--- src/rtl/spi_slave.sv ---
// spi_slave: SPI mode-0 responder. All pins are oversampled into clk_i, and data moves through valid/ready byte ports.
// Define SPI_SLAVE_RX_FIFO_EN to use an RX_FIFO_DEPTH-entry RX FIFO instead of a single RX register.
module spi_slave #(
    parameter int unsigned       DATA_W        = 8,
    parameter int unsigned       SYNC_STAGES   = 2,
    parameter logic [DATA_W-1:0] IDLE_PATTERN  = 8'hFF,
    parameter int unsigned       RX_FIFO_DEPTH = 4
) (
    input  logic              clk_i,
    input  logic              reset_i,
    input  logic              sck_i,
    input  logic              ss_i,
    input  logic              mosi_i,
    output logic              miso_o,
    output logic              miso_oen_o,
    input  logic [DATA_W-1:0] tx_data_i,
    input  logic              tx_valid_i,
    output logic              tx_ready_o,
    output logic [DATA_W-1:0] rx_data_o,
    output logic              rx_valid_o,
    input  logic              rx_ready_i,
    output logic              busy_o,
    output logic              overrun_o,
    output logic              underrun_o,
    input  logic              clr_err_i
);

    localparam int unsigned CNT_W = $clog2(DATA_W);

    if (SYNC_STAGES < 2) begin : g_bad_sync
        $error("spi_slave: SYNC_STAGES must be at least 2");
    end
    if ((RX_FIFO_DEPTH < 2) || ((RX_FIFO_DEPTH & (RX_FIFO_DEPTH - 1)) != 0)) begin : g_bad_depth
        $error("spi_slave: RX_FIFO_DEPTH must be a power of 2 (>= 2)");
    end

    typedef enum logic {IDLE, ACTIVE} state_e;

    state_e                  state_q, state_d;
    logic [SYNC_STAGES-1:0]  sck_sync_q, sck_sync_d;
    logic [SYNC_STAGES-1:0]  ss_sync_q, ss_sync_d;
    logic [SYNC_STAGES-1:0]  mosi_sync_q, mosi_sync_d;
    logic                    sck_prev_q, sck_prev_d;
    logic                    ss_prev_q, ss_prev_d;
    logic [DATA_W-1:0]       tx_hold_q, tx_hold_d;
    logic                    tx_pending_q, tx_pending_d;
    logic [DATA_W-1:0]       tx_shift_q, tx_shift_d;
    logic [DATA_W-2:0]       rx_shift_q, rx_shift_d;
    logic [CNT_W-1:0]        bit_cnt_q, bit_cnt_d;
    logic                    load_next_q, load_next_d;
    logic                    miso_oen_q, miso_oen_d;
    logic                    overrun_q, overrun_d;
    logic                    underrun_q, underrun_d;

    logic                    sck_s, ss_s, mosi_s;
    logic                    sck_rise, sck_fall, ss_rise, ss_fall;
    logic [DATA_W-1:0]       load_byte, rx_byte;
    logic                    do_load, deliver, set_overrun, rx_pop;

    assign sck_s     = sck_sync_q[SYNC_STAGES-1];
    assign ss_s      = ss_sync_q[SYNC_STAGES-1];
    assign mosi_s    = mosi_sync_q[SYNC_STAGES-1];
    assign sck_rise  = sck_s & ~sck_prev_q;
    assign sck_fall  = ~sck_s & sck_prev_q;
    assign ss_fall   = ~ss_s & ss_prev_q;
    assign ss_rise   = ss_s & ~ss_prev_q;
    assign load_byte = tx_pending_q ? tx_hold_q : IDLE_PATTERN;
    assign rx_byte   = {rx_shift_q, mosi_s};

`ifdef SPI_SLAVE_RX_FIFO_EN
    localparam int unsigned PTR_W = $clog2(RX_FIFO_DEPTH);

    logic [DATA_W-1:0] fifo_q [RX_FIFO_DEPTH];
    logic [DATA_W-1:0] fifo_d [RX_FIFO_DEPTH];
    logic [PTR_W-1:0]  wr_ptr_q, wr_ptr_d;
    logic [PTR_W-1:0]  rd_ptr_q, rd_ptr_d;
    logic [PTR_W:0]    count_q, count_d;
    logic              fifo_full, rx_push;

    assign fifo_full  = (count_q == (PTR_W+1)'(RX_FIFO_DEPTH));
    assign rx_valid_o = (count_q != '0);
    assign rx_data_o  = fifo_q[rd_ptr_q];
`else
    logic [DATA_W-1:0] rx_data_q, rx_data_d;
    logic              rx_valid_q, rx_valid_d;

    assign rx_valid_o = rx_valid_q;
    assign rx_data_o  = rx_data_q;
`endif

    always_comb begin
        state_d      = state_q;
        sck_sync_d   = {sck_sync_q[SYNC_STAGES-2:0], sck_i};
        ss_sync_d    = {ss_sync_q[SYNC_STAGES-2:0], ss_i};
        mosi_sync_d  = {mosi_sync_q[SYNC_STAGES-2:0], mosi_i};
        sck_prev_d   = sck_s;
        ss_prev_d    = ss_s;
        tx_hold_d    = tx_hold_q;
        tx_pending_d = tx_pending_q;
        tx_shift_d   = tx_shift_q;
        rx_shift_d   = rx_shift_q;
        bit_cnt_d    = bit_cnt_q;
        load_next_d  = load_next_q;
        miso_oen_d   = miso_oen_q;
        do_load      = 1'b0;
        deliver      = 1'b0;
        set_overrun  = 1'b0;
        rx_pop       = 1'b0;

        unique case (state_q)
            IDLE: begin
                if (ss_fall) begin
                    do_load     = 1'b1;
                    bit_cnt_d   = '0;
                    load_next_d = 1'b0;
                    miso_oen_d  = 1'b0;
                    state_d     = ACTIVE;
                end
            end
            ACTIVE: begin
                if (ss_rise) begin
                    bit_cnt_d   = '0;
                    load_next_d = 1'b0;
                    miso_oen_d  = 1'b1;
                    state_d     = IDLE;
                end else if (sck_rise) begin
                    rx_shift_d = rx_byte[DATA_W-2:0];
                    if (bit_cnt_q == CNT_W'(DATA_W - 1)) begin
                        deliver     = 1'b1;
                        bit_cnt_d   = '0;
                        load_next_d = 1'b1;
                    end else begin
                        bit_cnt_d = bit_cnt_q + CNT_W'(1);
                    end
                end else if (sck_fall) begin
                    if (load_next_q) begin
                        do_load     = 1'b1;
                        load_next_d = 1'b0;
                    end else begin
                        tx_shift_d = tx_shift_q << 1;
                    end
                end
            end
            default: state_d = IDLE;
        endcase

        // A load consumes only an already-pending byte; a write in the same cycle stays pending.
        if (do_load) begin
            tx_shift_d   = load_byte;
            tx_pending_d = 1'b0;
        end
        if (tx_valid_i && !tx_pending_q) begin
            tx_hold_d    = tx_data_i;
            tx_pending_d = 1'b1;
        end

`ifdef SPI_SLAVE_RX_FIFO_EN
        fifo_d   = fifo_q;
        wr_ptr_d = wr_ptr_q;
        rd_ptr_d = rd_ptr_q;
        count_d  = count_q;
        rx_pop   = (count_q != '0) && rx_ready_i;
        rx_push  = deliver && (!fifo_full || rx_pop);
        if (deliver && !rx_push) begin
            set_overrun = 1'b1;
        end
        if (rx_push) begin
            fifo_d[wr_ptr_q] = rx_byte;
            wr_ptr_d         = wr_ptr_q + PTR_W'(1);
        end
        if (rx_pop) begin
            rd_ptr_d = rd_ptr_q + PTR_W'(1);
        end
        if (rx_push && !rx_pop) begin
            count_d = count_q + (PTR_W+1)'(1);
        end else if (!rx_push && rx_pop) begin
            count_d = count_q - (PTR_W+1)'(1);
        end
`else
        rx_data_d  = rx_data_q;
        rx_valid_d = rx_valid_q;
        rx_pop     = rx_valid_q && rx_ready_i;
        if (rx_pop) begin
            rx_valid_d = 1'b0;
        end
        if (deliver) begin
            if (!rx_valid_q || rx_pop) begin
                rx_data_d  = rx_byte;
                rx_valid_d = 1'b1;
            end else begin
                set_overrun = 1'b1;
            end
        end
`endif

        overrun_d  = clr_err_i ? 1'b0 : overrun_q;
        underrun_d = clr_err_i ? 1'b0 : underrun_q;
        if (set_overrun) begin
            overrun_d = 1'b1;
        end
        if (do_load && !tx_pending_q) begin
            underrun_d = 1'b1;
        end
    end

    always_ff @(posedge clk_i) begin
        if (!reset_i) begin
            state_q      <= IDLE;
            sck_sync_q   <= '0;
            ss_sync_q    <= '1;
            mosi_sync_q  <= '0;
            sck_prev_q   <= 1'b0;
            ss_prev_q    <= 1'b1;
            tx_hold_q    <= '0;
            tx_pending_q <= 1'b0;
            tx_shift_q   <= '0;
            rx_shift_q   <= '0;
            bit_cnt_q    <= '0;
            load_next_q  <= 1'b0;
            miso_oen_q   <= 1'b1;
            overrun_q    <= 1'b0;
            underrun_q   <= 1'b0;
        end else begin
            state_q      <= state_d;
            sck_sync_q   <= sck_sync_d;
            ss_sync_q    <= ss_sync_d;
            mosi_sync_q  <= mosi_sync_d;
            sck_prev_q   <= sck_prev_d;
            ss_prev_q    <= ss_prev_d;
            tx_hold_q    <= tx_hold_d;
            tx_pending_q <= tx_pending_d;
            tx_shift_q   <= tx_shift_d;
            rx_shift_q   <= rx_shift_d;
            bit_cnt_q    <= bit_cnt_d;
            load_next_q  <= load_next_d;
            miso_oen_q   <= miso_oen_d;
            overrun_q    <= overrun_d;
            underrun_q   <= underrun_d;
        end
    end

`ifdef SPI_SLAVE_RX_FIFO_EN
    always_ff @(posedge clk_i) begin
        if (!reset_i) begin
            for (int unsigned i = 0; i < RX_FIFO_DEPTH; i++) begin
                fifo_q[i] <= '0;
            end
            wr_ptr_q <= '0;
            rd_ptr_q <= '0;
            count_q  <= '0;
        end else begin
            fifo_q   <= fifo_d;
            wr_ptr_q <= wr_ptr_d;
            rd_ptr_q <= rd_ptr_d;
            count_q  <= count_d;
        end
    end
`else
    always_ff @(posedge clk_i) begin
        if (!reset_i) begin
            rx_data_q  <= '0;
            rx_valid_q <= 1'b0;
        end else begin
            rx_data_q  <= rx_data_d;
            rx_valid_q <= rx_valid_d;
        end
    end
`endif

    // MISO is forced low whenever the pad is tristated, so it reads 0 in reset and between frames.
    assign miso_o     = miso_oen_q ? 1'b0 : tx_shift_q[DATA_W-1];
    assign miso_oen_o = miso_oen_q;
    assign tx_ready_o = ~tx_pending_q;
    assign busy_o     = (state_q == ACTIVE);
    assign overrun_o  = overrun_q;
    assign underrun_o = underrun_q;

endmodule

--- config.mk ---
export PLATFORM = sky130hd
export DESIGN_NAME = spi_slave
export DESIGN_NICKNAME = d
export VERILOG_FILES = /design/src/rtl/spi_slave.sv
export SDC_FILE = /design/constraint.sdc
export NUM_CORES = 1
export LEC_CHECK = 0
export ABC_AREA = 1
export CORE_ASPECT_RATIO = 1.2
export CORE_MARGIN = 2
export CORE_UTILIZATION = 57
export CTS_CLUSTER_DIAMETER = 100
export DETAILED_ROUTE_END_ITERATION = 10
export GPL_TIMING_DRIVEN = 0
export PLACE_DENSITY = 0.92
export SYNTH_ARGS = -nofsm -noshare
export SYNTH_HDL_FRONTEND = slang
export SYNTH_SLANG_ARGS = --single-unit
--- constraint.sdc ---
create_clock -name clk_i -period 2.9 [get_ports clk_i]
set_clock_uncertainty 0.1 [all_clocks]
set_input_delay 0.87 -clock clk_i [delete_from_list [all_inputs] [get_ports clk_i]]
set_output_delay 0.87 -clock clk_i [all_outputs]
set_load 0.01 [all_outputs]
==> impl_results.md <==
* Run status: complete, but fails checks
* Failing checks: design-rule violations
* Clk pin slew, worst setup/hold paths at around 0.09 ns
* Full die area at roughly 4100 um^2
* Tightest Pin Transition at ~0.45 ns
* RSZ-0062 raised after global routing: no
* DP HPWL at a little under 3000 um
* CP Class: reg -> out
* Setup crit start kind: flip-flop
* Worst min path class: reg -> reg
* Post-synth cell types at 26
* Area Overhead vs Synth at 22.9%
* Ant. Diodes at 0
* H-tree depth at 2
* Die width at 58.6 um
* Arr. time, crit path at ~1.4 ns
* Critical path buffers and inverters at 2
* CTS tree: done
* Crit share post-route at a little over four fifths
* Hold-fix buffers at CTS at 0
* Fin cells at about 340
* WL/cell at between 10 and 15 um
* Root buffer cell: clkbuf_8
* Mux share of post-synthesis cell area at 0%
* Leak pwr at 1.12 nW
* Sequential share of the synthesized area at 48.1%
* Post-Syn Instances at between 200 and 300
* Worst Setup End Kind: primary output
* Switching Fraction at between 20 and 25%
* Warnings from Yosys at 0
* WL final at 4170 um
* Worst Hold Depth at 1
* Final Hold Viols at 0
* Setup TNS at 0 ns
* Worst Path Required at 1.93 ns
* IR drop worst, VDD at roughly 420 uV
* Initial antenna violation count at 0
* Internal power at ~0.0010 W
* # resized after CTS at 0
* Crit path depth at 2
* Final core utilization at approximately three quarters
* Pre-antenna DRT Iters at 7
* Placed Cells at around 330
* Drt drc at 1
* Mapped Nets at 284
* Simple-Gate Fraction of Synth Area at between 30% and 40%
* Synth Area in Adders at between 1 and 1.5%
* Area of the core at approximately 3400 um^2
* Xor/xnor share of the synthesized area at 0%
* CP max FO at 8
* Max_slew headroom at 70.1%
* Pre-CTS setup slack at approximately 0.45 ns
* Register share of total power at between 50% and 60%
* Gate power share at 8.9%
* Layout cells sized above 1 at 11.2%
* Initial core utilization at 60.1%
* Routed vias/inst at about 5.2
* Worst reg2reg setup slack at around 1.3 ns
* Starting DRT DRC Count at 64
* Mapped Area at 2040 um^2
* Total number of vias at 1778
* Post-CTS setup buffer count at 0
* Vias in the first global route at between 1500 and 2000
* FMAX at slightly above 0.4 GHz
* Largest family of logic cells by synthesized area: simple AND/OR/NAND/NOR gates
* Num CTS Buffers at 5
* Top Family by Delay on Critical Path: buffers and inverters
* Nets at 321
* WHS at around 0.32 ns
* Avg Synthesized Cell Area at about 7.7 um^2
* Switching power at 0.000303 W
* Worst Reg-to-Reg Cells at 7
* First-pass GRT wire length at approximately 7100 um
* Largest net degree at the start of global routing at 16
* Max_cap viols at 0
* Port bufs at 30
* Filler cells at roughly 250
* Max Transition Viols Final at 0
* Cell Pwr Density at between 500 and 600 nW/um^2
* Tmin final at roughly 2.4 ns
* Slowest-stage cell, CP: clkdlybuf4s50_1
* Final setup violation count at 0
* Tot GR Track Use at between 20% and 30%
* Max Root-Sink Buffers at 2
* Clock share of power at 38.0%
* Post-DRT Antenna Nets at 0
* Clock Latency Late Sink at between 0.3 and 0.4 ns
* DIE HEIGHT at just under 70 um
* Final worst setup slack at about 0.49 ns
* Io pins at 31
* CP max stage delay at approximately 0.58 ns
* Seq cells post-synth at between 40 and 50
* Crit-path cells: inv_1 > clkdlybuf4s50_1
* CTS Sinks at 49
* Compound-gate portion of the synthesized area at 11.6%
* RePlAce Congestion at between 0.8 and 0.9
* Total grt overflow at 0
* Num rows at 23
-- synth_stat cells --
library cell	count	area share, %
ha_1	2	1.2
nand2_1	63	12
o211ai_1	1	0.37
nand2_4	2	1.1
nand3_2	1	0.49
buf_4	2	0.74
nor2_8	1	0.98
inv_2	2	0.37
nand3_1	21	5.2
or2_2	7	2.1
o21ai_1	1	0.25
o21ai_0	14	3.4
o2111ai_1	1	0.43
nand2_2	2	0.61
inv_1	28	5.2
o21ai_2	1	0.43
clkinv_1	1	0.18
a21oi_1	24	5.9
buf_6	2	1.1
o21ai_4	1	0.80
nand3_4	2	1.7
nor2_4	2	1.1
dfxtp_1	49	48
nor2_1	32	5.9
buf_2	1	0.25
clkbuf_1	3	0.55
-- power by group through the flow --
stage | clock, W | sequential (W) | combinational (W)
5_1_grt | 0.000541 | 0.000711 | 0.000134
3_3_place_gp | 0 | 0.000722 | 0.000116
4_1_cts | 0.000515 | 0.000707 | 0.000120
3_5_place_dp | 0 | 0.000723 | 0.000119
6_report | 0.000506 | 0.000707 | 0.000119
2_1_floorplan | 0 | 0.000722 | 0.0000730
-- kinds of logic (layout without fill, tap and decap cells) --
| logic type | Yosys count | count (layout) |
|---|---|---|
| AOI/OAI and AO/OA | 43 | 43 |
| adders and majority gates | 2 | 2 |
| buffers and inverters | 39 | 77 |
| DFF | 49 | 49 |
| and+or+nand+nor | 133 | 133 |
-- placed cells by master, fill, tap and decap left out, types with 3 or more instances in the layout --
master           instances
clkbuf_8                 6
clkbuf_1                 3
nand2_1                 63
nor2_1                  32
o21ai_0                 14
nand3_1                 21
a21oi_1                 24
inv_1                   28
clkdlybuf4s50_1         30
or2_2                    7
dfxtp_1                 49
-- worst paths after layout --
check | start | to
worst max register to register | bit_cnt_q[0] | rx_data_o[3]
worst min register to register | ss_sync_q[0] | ss_sync_q[1]
worst min-delay path | ss_sync_q[0] | ss_sync_q[1]
worst max-delay path | tx_pending_q | tx_ready_o
-- per-stage QoR --
step / cell area [um^2] / total power, W
global placement: 2390 / 0.000838
finish: 2510 / 0.00133
global route: 2510 / 0.00139
floorplan: 2040 / 0.000795
CTS: 2510 / 0.00134
detailed placement: 2390 / 0.000842
-- layer usage --
metal / vias to the layer above / global-route usage, % / routed length, um
met5: - / 0 / 0
met4: 0 / 11.1 / 95
met2: 43 / 37.8 / 2160
li1: 912 / - / -
met3: 11 / 5.78 / 180
met1: 812 / 26.3 / 1730
-- layout make-up --
cell class | count | area (um^2) | share of cell area [%]
tap | 37 | 46.3 | 1.85
clock inverter | 2 | 37.5 | 1.50
sequential | 49 | 981 | 39.1
timing repair buffer | 30 | 300 | 12.0
clock buffer | 6 | 82.6 | 3.29
inverter | 31 | 116 | 4.64
buffer | 8 | 53.8 | 2.15
multi-input combinational | 178 | 890 | 35.5
-- flip-flops by register name (all words and copies together), names as in the netlist, 2 cells and up --
| name | flops |
|---|---|
| tx_hold_q | 8 |
| ss_sync_q | 2 |
| sck_sync_q | 2 |
| tx_shift_q | 8 |
| rx_shift_q | 7 |
| mosi_sync_q | 2 |
| rx_data_o | 8 |
| bit_cnt_q | 3 |
-- worst register-to-register path, stage by stage (launching register included) --
cell and delay, ns:
dfxtp_1 0.37, ha_1 0.16, ha_1 0.19, inv_1 0.13, nor2_8 0.20, nand2_2 0.14
nand2_1 0.11, a21oi_1 0.06
No activity file was read; power rests on OpenSTA's default activity.
